--- src/rtl/mac_pkg.sv ---
// rtl/mac_pkg.sv - shared widths, types and saturating-add helper for the MAC accumulator
package mac_pkg;

  localparam int ACC_W = 40;
  localparam int PROD_W = 32;

  typedef logic signed [ACC_W-1:0]  acc_t;
  typedef logic signed [PROD_W-1:0] prod_t;

  // Returns {overflow, result}; overflow is only reported when saturating.
  function automatic logic [ACC_W:0] sat_add(acc_t a, acc_t b, bit saturate);
    acc_t raw;
    logic ovf;
    raw = a + b;
    ovf = (a[ACC_W-1] == b[ACC_W-1]) && (raw[ACC_W-1] != a[ACC_W-1]);
    if (saturate && ovf) begin
      raw = a[ACC_W-1] ? {1'b1, {(ACC_W-1){1'b0}}} : {1'b0, {(ACC_W-1){1'b1}}};
    end
    return {saturate && ovf, raw};
  endfunction

endpackage

--- src/rtl/mac_sat_adder.sv ---
// rtl/mac_sat_adder.sv - combinational signed add with overflow detect and optional clamp
module mac_sat_adder #(
  parameter int ACC_W    = 40,
  parameter bit SATURATE = 1'b1
) (
  input  logic signed [ACC_W-1:0] a,
  input  logic signed [ACC_W-1:0] b,
  output logic signed [ACC_W-1:0] sum,
  output logic                    sat
);

  logic signed [ACC_W-1:0] raw;
  logic                    ovf;

  assign raw = a + b;
  assign ovf = (a[ACC_W-1] == b[ACC_W-1]) && (raw[ACC_W-1] != a[ACC_W-1]);

  always_comb begin
    sum = raw;
    sat = 1'b0;
    // In wrap mode overflow is intentional and never reported.
    if (SATURATE && ovf) begin
      sat = 1'b1;
      sum = a[ACC_W-1] ? {1'b1, {(ACC_W-1){1'b0}}} : {1'b0, {(ACC_W-1){1'b1}}};
    end
  end

endmodule

--- src/rtl/mac_accumulator.sv ---
// rtl/mac_accumulator.sv - final CPA of the multiplier Sum/Carry pair plus dot-product accumulator
module mac_accumulator #(
  parameter int ACC_W    = mac_pkg::ACC_W,
  parameter bit SATURATE = 1'b1
) (
  input  logic                    clk,
  input  logic                    rst_n,
  input  logic                    in_valid,
  output logic                    in_ready,
  input  logic [31:0]             in_sum,
  input  logic [31:0]             in_carry,
  input  logic                    in_last,
  input  logic                    flush,
  output logic                    out_valid,
  input  logic                    out_ready,
  output logic signed [ACC_W-1:0] out_data,
  output logic                    out_sat
);

  import mac_pkg::*;

  logic                    s1_valid;
  logic                    s1_last;
  prod_t                   s1_p;
  logic signed [ACC_W-1:0] acc;
  logic                    sat_sticky;

  logic                    s1_advance;
  logic                    in_fire;
  logic signed [ACC_W-1:0] p_ext;
  logic signed [ACC_W-1:0] nxt;
  logic                    beat_sat;

  // Only a last beat can be blocked, and only by an unconsumed result.
  assign s1_advance = s1_valid && !(s1_last && out_valid && !out_ready);
  assign in_ready   = !s1_valid || s1_advance;
  assign in_fire    = in_valid && in_ready;
  assign p_ext      = {{(ACC_W-32){s1_p[31]}}, s1_p};

  mac_sat_adder #(
    .ACC_W    (ACC_W),
    .SATURATE (SATURATE)
  ) u_add (
    .a   (acc),
    .b   (p_ext),
    .sum (nxt),
    .sat (beat_sat)
  );

  always_ff @(posedge clk or negedge rst_n) begin
    if (!rst_n) begin
      s1_valid   <= 1'b0;
      s1_last    <= 1'b0;
      s1_p       <= '0;
      acc        <= '0;
      sat_sticky <= 1'b0;
    end else if (flush) begin
      s1_valid   <= 1'b0;
      acc        <= '0;
      sat_sticky <= 1'b0;
    end else begin
      if (in_fire) begin
        s1_valid <= 1'b1;
        s1_last  <= in_last;
        s1_p     <= prod_t'(in_sum + in_carry);
      end else if (s1_advance) begin
        s1_valid <= 1'b0;
      end
      if (s1_advance) begin
        if (s1_last) begin
          acc        <= '0;
          sat_sticky <= 1'b0;
        end else begin
          acc        <= nxt;
          sat_sticky <= sat_sticky | beat_sat;
        end
      end
    end
  end

  // Result register; a consumed result may be replaced on the same edge.
  always_ff @(posedge clk or negedge rst_n) begin
    if (!rst_n) begin
      out_valid <= 1'b0;
      out_data  <= '0;
      out_sat   <= 1'b0;
    end else begin
      if (out_valid && out_ready) begin
        out_valid <= 1'b0;
      end
      if (!flush && s1_advance && s1_last) begin
        out_valid <= 1'b1;
        out_data  <= nxt;
        out_sat   <= sat_sticky | beat_sat;
      end
    end
  end

endmodule

--- config.mk ---
export PLATFORM = sky130hd
export DESIGN_NAME = mac_accumulator
export DESIGN_NICKNAME = d
export VERILOG_FILES = /design/src/rtl/mac_pkg.sv /design/src/rtl/mac_sat_adder.sv /design/src/rtl/mac_accumulator.sv
export SDC_FILE = /design/constraint.sdc
export NUM_CORES = 1
export LEC_CHECK = 0
export BUFFER_PORTS_ARGS = -buffer_cell sky130_fd_sc_hd__buf_2
export CAP_MARGIN = 10
export CORE_MARGIN = 5
export CORE_UTILIZATION = 40
export CTS_CLUSTER_DIAMETER = 40
export DETAILED_ROUTE_END_ITERATION = 10
export SETUP_SLACK_MARGIN = 0.15
export SLEW_MARGIN = 10
export SYNTH_ARGS = -nofsm -noshare
export SYNTH_HDL_FRONTEND = slang
export SYNTH_HIERARCHICAL = 1
export SYNTH_SLANG_ARGS = --single-unit
--- constraint.sdc ---
create_clock -name clk -period 2.75 [get_ports clk]
set_input_delay 0.275 -clock clk [delete_from_list [all_inputs] [get_ports clk]]
set_output_delay 0.275 -clock clk [all_outputs]
set_load 0.1 [all_outputs]
After elaboration in Yosys (flattened, before gate mapping)
Index checks and enable logic that the tools add are counted.
Word-level totals
  word-level logic and storage cells: 45
  memories: 0
  bits in writable memories: 0
  ROM bits: 0
  latch bits: 0
  flip-flop bits (word level): 117
  output and inout bits: 43
Operators by class
  multiplexer cells: 14
  shift-type cells: 0
  bitwise logic cells: 2
  divide/modulo/power cells: 0
  reduce and logical (&&, ||, !) cells: 17
  equal/unequal tests: 2
  $mul: 0
  add/sub/neg operators: 2
  magnitude comparators: 0
Operators by type and width (count)
  $mux W40: 5
  $add A40 B32 Y40: 1
  $add A32 B32 Y32: 1
  $mux W1: 9
  $logic_and A1 B1 Y1: 8
  $logic_not A1 Y1: 4
  $reduce_bool A2 Y1: 2
  $reduce_bool A3 Y1: 1
  $reduce_and A2 Y1: 1
  $eq A1 B1 Y1: 1
  $logic_or A1 B1 Y1: 1
  $ne A1 B1 Y1: 1
  $not A1 Y1: 1
  $or A1 B1 Y1: 1

Depth between registers and ports, before layout
Gate-level depths: netlist (run 1).
  word-level depth: 8
  depth in mapped cells: 13

Cells and area by module
The synthesis (run 1) kept the hierarchy.
Modules (own cells, without submodules)
  mac_accumulator: cells each 556, area an instance 6122.1 µm², instances 1
  mac_sat_adder: cells each 387, area an instance 2582.5 µm², instances 1

Worst setup path before layout (run 1)
Ideal clock, no wire load.
  kind: flip-flop to flip-flop
  start: register out_valid
  end: register s1_p[29]
  setup time: 124 ps
  stages on the path, launching flop included: 7
  period minus slack after synthesis: 3182 ps
  arrival time: 3058 ps
  slack: -432 ps
  path through: dfrtp_1 -> nor2b_1 -> nand3_1 -> nand3b_2 -> buf_1 -> a211o_1 -> nand3_1
On the way
  longest elaborated chain between the ends: 7
Ends and longest elaborated chain
  start: declaration: line mac_accumulator.sv:14  | output logic out_valid,
  start signal: assignment: line mac_accumulator.sv:84  | out_valid <= 1'b0;
  start signal: assignment: line mac_accumulator.sv:89  | out_valid <= 1'b0;
  start signal: assignment: line mac_accumulator.sv:92  | out_valid <= 1'b1;
  $logic_and A1 B1 Y1 (2 in a row): line mac_accumulator.sv:35  | assign s1_advance = s1_valid && !(s1_last && out_valid && !out_ready);
  $logic_not A1 Y1: line mac_accumulator.sv:35
  $logic_and A1 B1 Y1: line mac_accumulator.sv:35
  $logic_or A1 B1 Y1: line mac_accumulator.sv:36  | assign in_ready = !s1_valid || s1_advance;
  net in_ready: line mac_accumulator.sv:9  | output logic in_ready,
  $logic_and A1 B1 Y1: line mac_accumulator.sv:37  | assign in_fire = in_valid && in_ready;
  $reduce_and A2 Y1 (no line)
  end signal: assignment: line mac_accumulator.sv:65  | s1_p <= prod_t'(in_sum + in_carry);
  end: declaration: line mac_accumulator.sv:24  | prod_t s1_p;
The timed path passes the listed nets, and every way through them passes these cells.
A chain may end at the register's enable or synchronous reset.

Worst setup path after layout (run 1)
  start: register s1_p[4]
  end: register out_data[37]
On the way
  longest elaborated chain between the ends: 4
Ends and longest elaborated chain
  $add A40 B32 Y40 *: line mac_sat_adder.sv:15  | assign raw = a + b;
  $ne A1 B1 Y1: line mac_sat_adder.sv:16  | assign ovf = (a[ACC_W-1] == b[ACC_W-1]) && (raw[ACC_W-1] != a[ACC_W-1]);
  $logic_and A1 B1 Y1: line mac_sat_adder.sv:16
  $mux W40 *: line mac_sat_adder.sv:22  | if (SATURATE && ovf) begin
  net nxt[37]: line mac_accumulator.sv:31  | logic signed [ACC_W-1:0] nxt;
  end signal: assignment: line mac_accumulator.sv:93  | out_data <= nxt;
  end: declaration: line mac_accumulator.sv:16  | output logic signed [ACC_W-1:0] out_data,
The timed path passes the listed nets; every way through them passes the cells marked *.

==> results of run 1 <==
[state kept, by name, indices dropped and copies added, names as in the netlist]
signal	count
sat_sticky	1
s1_p	32
acc	40
s1_valid	1
out_sat	1
out_data	40
out_valid	1
s1_last	1
[kinds of logic after synthesis]
kind of cell | count (synthesis) | synth area share, %
AO/OA/AOI/OAI | 350 | 27.73
AND/OR/NAND/NOR | 237 | 13.68
multiplexers | 42 | 5.419
adder cells (fa/ha/maj) | 72 | 10.52
flip-flops | 117 | 33.64
XOR/XNOR | 57 | 5.735
buffers and inverters | 68 | 3.277
[layout make-up]
class | count | area share, %
clock buffer | 24 | 4.141
clock inverter | 8 | 1.384
inverter | 23 | 0.7125
multi-input combinational | 758 | 51.11
sequential | 117 | 24.20
tap | 280 | 2.891
timing repair buffer | 262 | 15.56
[where the power goes]
part	leakage (nW)	switching (mW)	internal, mW
Clock	0.326	0.782	1.73
Combinational	3.77	3.91	1.87
Sequential	1.50	0.301	2.17
[what timing repair did]
item	4_1_cts	5_1_grt
hold buffers	1	0
gates resized for setup	78	29
pin swaps	29	18
setup endpoints to repair	81	82
hold endpoints to repair	39	0
gates cloned	2	3
buffers inserted	14	6
[placed cells by master, fill, tap and decap left out, types with 9 or more instances in the layout]
cell | Yosys | layout
a21oi_2 | 5 | 10
o21a_1 | 9 | 9
xnor2_1 | 33 | 33
ha_1 | 70 | 59
ha_4 | 0 | 10
inv_1 | 23 | 23
a31oi_1 | 15 | 12
nor2_1 | 47 | 47
mux2_4 | 0 | 21
o21ai_1 | 14 | 18
o21bai_1 | 9 | 9
dfrtp_1 | 117 | 113
o21ai_0 | 80 | 44
buf_2 | 9 | 111
and3_1 | 12 | 12
nand2_1 | 86 | 85
o21ai_2 | 1 | 22
buf_4 | 1 | 133
a22o_1 | 40 | 40
nand3_1 | 19 | 17
xor2_1 | 24 | 22
nand4_1 | 14 | 14
clkbuf_16 | 0 | 20
a21oi_1 | 80 | 73
mux2_2 | 41 | 20
a21o_1 | 21 | 21
nor3_1 | 9 | 9
o21ai_4 | 0 | 11
[per-stage QoR]
stage | power, mW | setup TNS (ps) | hold slack, ps | util (%)
after floorplan | 6.472 | 0 | -20.59 | -
after global placement | 7.800 | -4620 | 307.2 | 49.30
after detailed placement | 7.839 | -8130 | 310.7 | 49.30
after CTS | 10.67 | -3645 | 30.24 | 54.90
after global routing | 11.28 | -17740 | 75.14 | 56.04
final | 10.76 | -10910 | 42.74 | 56.04
[worst reg2reg max path, stage by stage (launching register included)]
cell and delay (ps):
dfrtp_1 410, ha_4 310, nand2_4 60, o31ai_4 270
o22ai_2 150, a2111oi_4 380, buf_4 190, or2_4 120
a21oi_2 50, o31a_1 270, buf_6 140, buf_8 130
buf_6 130, o41ai_4 50, mux2_4 210
[how the worst max path moves through the flow]
stage / slack, ps / endpoint / cells past startpoint / startpoint
finish: -190 / out_data[37] / 14 / s1_p[4]
global route: -280 / out_data[36] / 13 / s1_p[1]
CTS: -100 / out_data[37] / 14 / s1_p[4]
detailed placement: -310 / out_data[36] / 11 / s1_p[0]
global placement: -250 / out_data[36] / 11 / s1_p[0]
floorplan: 80 / out_data[30] / 11 / s1_p[0]
[layer usage]
metal | vias to the layer above | share of wire (%) | wire length (µm) | global-route usage (%)
li1 | 3999 | - | - | -
met1 | 3816 | 50 | 12620 | 29.75
met2 | 168 | 44 | 11070 | 30.67
met3 | 29 | 3.9 | 974 | 3.052
met4 | 0 | 1.6 | 391 | 5.449
met5 | - | 0 | 0 | 0
==> results.sh, run 1 <==
export IMPL_fmax_mhz=340.1
export IMPL_die_h_um=157.5
export IMPL_crit_arrival_ps=3300
export IMPL_synth_area_leaders="dfrtp_1 34%, ha_1 10%, mux2_2 5.3%"
export IMPL_antenna_found_initial=0
export IMPL_rsz0062_at_grt="true"
export IMPL_die_w_um=157.5
export IMPL_r2r_start="s1_p[4]"
export IMPL_grt_pass1_wl_um=40300
export IMPL_r2r_slack_ps=-190
export IMPL_critPathCaptureType="register"
export IMPL_synth_seq_area_share_pct=33.64
export IMPL_synth_fp_nets=1085
export IMPL_ys_types=86
export IMPL_post_route_worst_setup_slack_ps=-190.7
export IMPL_synth_commonest_cells="117 x dfrtp_1, 86 x nand2_1, 80 x a21oi_1, 80 x o21ai_0, 70 x ha_1"
export IMPL_min_period_over_period_pct=106.9
export IMPL_clock_latency_ps=420
export IMPL_start_kind="register"
export IMPL_dieArea_mm2=0.02481
export IMPL_cp_required_ps=3110
export IMPL_max_vdd_ir_drop_v=0.0005043
export IMPL_io_pins=113
export IMPL_grt_usage_pct=20.11
export IMPL_rows=54
export IMPL_drv_slew=0
export IMPL_dp_slack_ps=-308.8
export IMPL_wl_per_cell_um=17.02
export IMPL_slew_headroom_pct=53.20
export IMPL_path_max_fanout=7
export IMPL_post_dp_cell_area_mm2=0.01066
export IMPL_area_delta_synth_final_pct=39.20
export IMPL_num_antenna_cells=0
export IMPL_path_clk_slew_ps=60
export IMPL_stdcell_area_mm2=0.01212
export IMPL_maxCapViolations=0
export IMPL_ys_warn_count=6
export IMPL_cts_sinks=117
export IMPL_fillers=1939
export IMPL_core_area_mm2=0.02162
export IMPL_violations="negative setup slack"
export IMPL_grt_ovfl_total=0
export IMPL_netlist_instances=943
export IMPL_criticalPathCategory="register to register"
export IMPL_syn_avg_cell_area_um2=9.231
export IMPL_wl_um=25050
export IMPL_path_buf_inv=4
export IMPL_grt_pass1_vias=7800
export IMPL_clock_tree_root_cell="clkbuf_16"
export IMPL_layoutNonFillerInstCount=1472
export IMPL_final_antenna_net_count=0
export IMPL_place_congestion=0.9148
export IMPL_drtIter0Drc=334
export IMPL_setup_viol=80
export IMPL_worst_pin_slew_ps=700.6
export IMPL_cts_buffers_inserted=17
export IMPL_cts_buffer_depth=2
export IMPL_critPathMaxStageDelay_ps=410
export IMPL_hold_class="primary input to register"
export IMPL_synth_edf_count=0
export IMPL_status="finished with violations"
export IMPL_cts_tree="done"
export IMPL_cp_cell_sequence="ha_4, nand2_4, o31ai_4, o22ai_2, a2111oi_4, buf_4, or2_4, a21oi_2, o31a_1, buf_6, buf_8, buf_6, o41ai_4, mux2_4"
export IMPL_layout_drive_gt1_share_pct=38.76
export IMPL_dp_cells=1414
export IMPL_min_period_ps=2941
export IMPL_fin_skew_ps=11.45
export IMPL_synth_ff_type="dfrtp_1"
export IMPL_p_leak_nw=5.593
export IMPL_min_delay_path_depth=3
export IMPL_ff2ff_path_depth=14
export IMPL_cp_top_family="compound AO/OA/AOI/OAI gates"
export IMPL_async_flop_share_pct=100.0
export IMPL_dp_hpwl_um=18630
export IMPL_initial_core_util_pct=40.26
export IMPL_fin_nets=1321
export IMPL_rr_endpoint="out_data[37]"
export IMPL_synth_top_cell_area_share_pct=33.64
export IMPL_hold_viol=0
export IMPL_path_common_cell="buf_6"
export IMPL_dr_pass1_iters=4
export IMPL_register_area_mm2=0.002933
export IMPL_synth_cell_area_mm2=0.008705
export IMPL_vias_per_cell=5.443
export IMPL_htree_levels=4
export IMPL_grt_max_degree=50
export IMPL_portBuffers=112
export IMPL_yosysMostFrequentCell="dfrtp_1"
export IMPL_vias=8012
export IMPL_multi_input_area_mm2=0.006192
export IMPL_crit_slowest_cell="dfrtp_1"
export IMPL_power_density_mw_per_mm2=887.8
export IMPL_holdPathEnd="s1_last"
export IMPL_synth_seq_cells=117
export IMPL_hp_start="in_last"
export IMPL_synth_largest_area_cell="dfrtp_1"
export IMPL_drc_errors=0
(Power assumes the default switching activity.)
==> inputs of run 2 (changes only) <==
- BUFFER_PORTS_ARGS: -buffer_cell sky130_fd_sc_hd__buf_2 -> unset
- CAP_MARGIN: 10 -> unset
- DONT_BUFFER_PORTS: unset -> 1
==> run 2 against run 1 <==
Effect of this change:
- the flow finishes with violations (negative hold slack, negative setup slack)
- clock-buffer cell count down 6
- cell count down 7.3%
- first-iteration DRC count up 33%
- routed wire length up 1.1%
- global-route usage up 0.39 points
- highest routed layer unchanged
==> results.sh, run 2 (synthesis results as in run 1) <==
export IMPL_rsz0062_at_grt="true"
export IMPL_grt_ovfl_total=0
export IMPL_mostFrequentLayoutCells="128 x buf_4, 112 x dfrtp_1, 83 x nand2_1"
export IMPL_maxCapViolations=0
export IMPL_num_antenna_cells=0
export IMPL_hold_viol=117
export IMPL_criticalPathCategory="register to register"
export IMPL_drc_errors=0
export IMPL_clock_tree_root_cell="clkbuf_16"
export IMPL_dp_hpwl_um=18050
export IMPL_fin_nets=1214
export IMPL_die_w_um=157.5
export IMPL_antenna_found_initial=0
export IMPL_cts_tree="done"
export IMPL_core_area_mm2=0.02162
export IMPL_min_period_over_period_pct=104.6
export IMPL_io_pins=113
export IMPL_path_clk_slew_ps=60
export IMPL_timing_hold_ws_ps=-443.1
export IMPL_dieArea_mm2=0.02481
export IMPL_portBuffers=0
export IMPL_grt_max_degree=118
export IMPL_path_max_fanout=7
export IMPL_place_congestion=0.9025
export IMPL_crit_arrival_ps=3180
export IMPL_r2r_start="s1_p[1]"
export IMPL_grt_pass1_vias=7761
export IMPL_cts_sinks=117
export IMPL_postCtsHoldBufs=2
export IMPL_fmax_mhz=347.7
export IMPL_cp_endpoint="out_data[29]"
export IMPL_finalPower_mw=10.63
export IMPL_wl_per_cell_um=18.56
export IMPL_dr_pass1_iters=5
export IMPL_fin_setup_tns_ps=-3447
export IMPL_critPathCaptureType="register"
export IMPL_vias_per_cell=5.659
export IMPL_worst_pin_slew_ps=958.6
export IMPL_wl_um=25340
export IMPL_p_leak_nw=5.270
export IMPL_crit_start="s1_p[1]"
export IMPL_htree_levels=4
export IMPL_post_dp_cell_area_mm2=0.01004
export IMPL_layout_drive_gt1_share_pct=34.65
export IMPL_slew_headroom_pct=36.09
export IMPL_die_h_um=157.5
export IMPL_rr_endpoint="out_data[29]"
export IMPL_start_kind="register"
export IMPL_layout_commonest_cell="buf_4"
export IMPL_power_density_mw_per_mm2=894.0
export IMPL_top_regs="acc x40, out_data x40, s1_p x32"
export IMPL_area_delta_synth_final_pct=36.65
export IMPL_max_vdd_ir_drop_v=0.0004863
export IMPL_multi_input_area_mm2=0.006461
export IMPL_cp_required_ps=3050
export IMPL_grt_usage_pct=20.50
export IMPL_ff2ff_path_depth=14
export IMPL_r2r_slack_ps=-130
export IMPL_drv_slew=0
export IMPL_initial_core_util_pct=40.26
export IMPL_vias=7725
export IMPL_register_area_mm2=0.002934
export IMPL_cts_buffers_inserted=17
export IMPL_setup_viol=64
export IMPL_cts_buffer_depth=2
export IMPL_min_period_ps=2876
export IMPL_status="finished with violations"
export IMPL_violations="negative hold slack, negative setup slack"
export IMPL_post_route_worst_setup_slack_ps=-125.9
export IMPL_stdcell_area_mm2=0.01190
export IMPL_grt_pass1_wl_um=40900
export IMPL_hold_class="primary input to asynchronous set/reset pin"
export IMPL_clock_latency_ps=420
export IMPL_final_antenna_net_count=0
export IMPL_drtIter0Drc=444
export IMPL_fin_skew_ps=9.928
export IMPL_rows=54
export IMPL_fillers=1884
run 2: what timing repair did:
action / 4_1_cts / 5_1_grt
setup endpoints to repair: 82 / 82
pin swaps: 23 / 33
cloned: 3 / 4
resized for setup: 92 / 81
buffers inserted: 12 / 14
endpoints found under the hold margin: 119 / 117
run 2: per-layer routing:
| layer | vias up | GRT usage [%] | share of wire, % | routed length [µm] |
|---|---|---|---|---|
| li1 | 3806 | - | - | - |
| met3 | 27 | 3.547 | 4.0 | 1005 |
| met5 | - | 0 | 0 | 0 |
| met2 | 177 | 32.18 | 46 | 11570 |
| met4 | 0 | 5.162 | 1.4 | 346 |
| met1 | 3715 | 29.47 | 49 | 12410 |
run 2: per-stage QoR:
step                      hold WS, ps  setup slack, ps  std cells  utilization (%)
final                          -443.1           -125.9       1365            55.02
after global routing           -469.4           -246.1       1365            55.02
after CTS                      -457.8           -132.1       1347            52.26
after detailed placement       -12.71           -277.9       1298            46.44
after global placement         -15.15           -291.7       1298            46.44
after floorplan                -20.59            81.52        943                -
run 2: worst min path at each step:
stage | start | endpoint | slack, ps | cells after the start
final | rst_n | out_data[5] | -440 | 0
after floorplan | rst_n | acc[0] | -20 | 0
after CTS | rst_n | out_data[39] | -460 | 0
after detailed placement | rst_n | out_data[8] | -10 | 0
after global routing | rst_n | out_data[5] | -470 | 0
after global placement | rst_n | out_data[7] | -20 | 0
run 2: report_power, final:
| group | switching (mW) | leakage, nW | internal [mW] |
|---|---|---|---|
| clock network | 0.801 | 0.312 | 1.62 |
| logic | 1.95 | 3.46 | 1.85 |
| registers | 2.29 | 1.50 | 2.12 |
| total | 5.03 | 5.27 | 5.60 |
run 2: layout make-up:
| class | count | area share, % |
|---|---|---|
| sequential | 117 | 24.67 |
| multi-input combinational | 758 | 54.32 |
| inverter | 23 | 0.7258 |
| clock buffer | 18 | 3.692 |
| tap | 280 | 2.945 |
| clock inverter | 14 | 1.736 |
| timing repair buffer | 155 | 11.92 |
run 2: worst max-delay path, stage by stage, from the launching register on:
cell and delay, ps:
dfrtp_1 410, ha_4 270, a211oi_4 240, o31ai_4 90, o22ai_2 160, a2111oi_4 100
buf_4 160, or2_4 260, a21oi_4 160, o31a_1 200, buf_6 150, buf_12 140
buf_6 110, o31ai_4 60, mux2_4 260
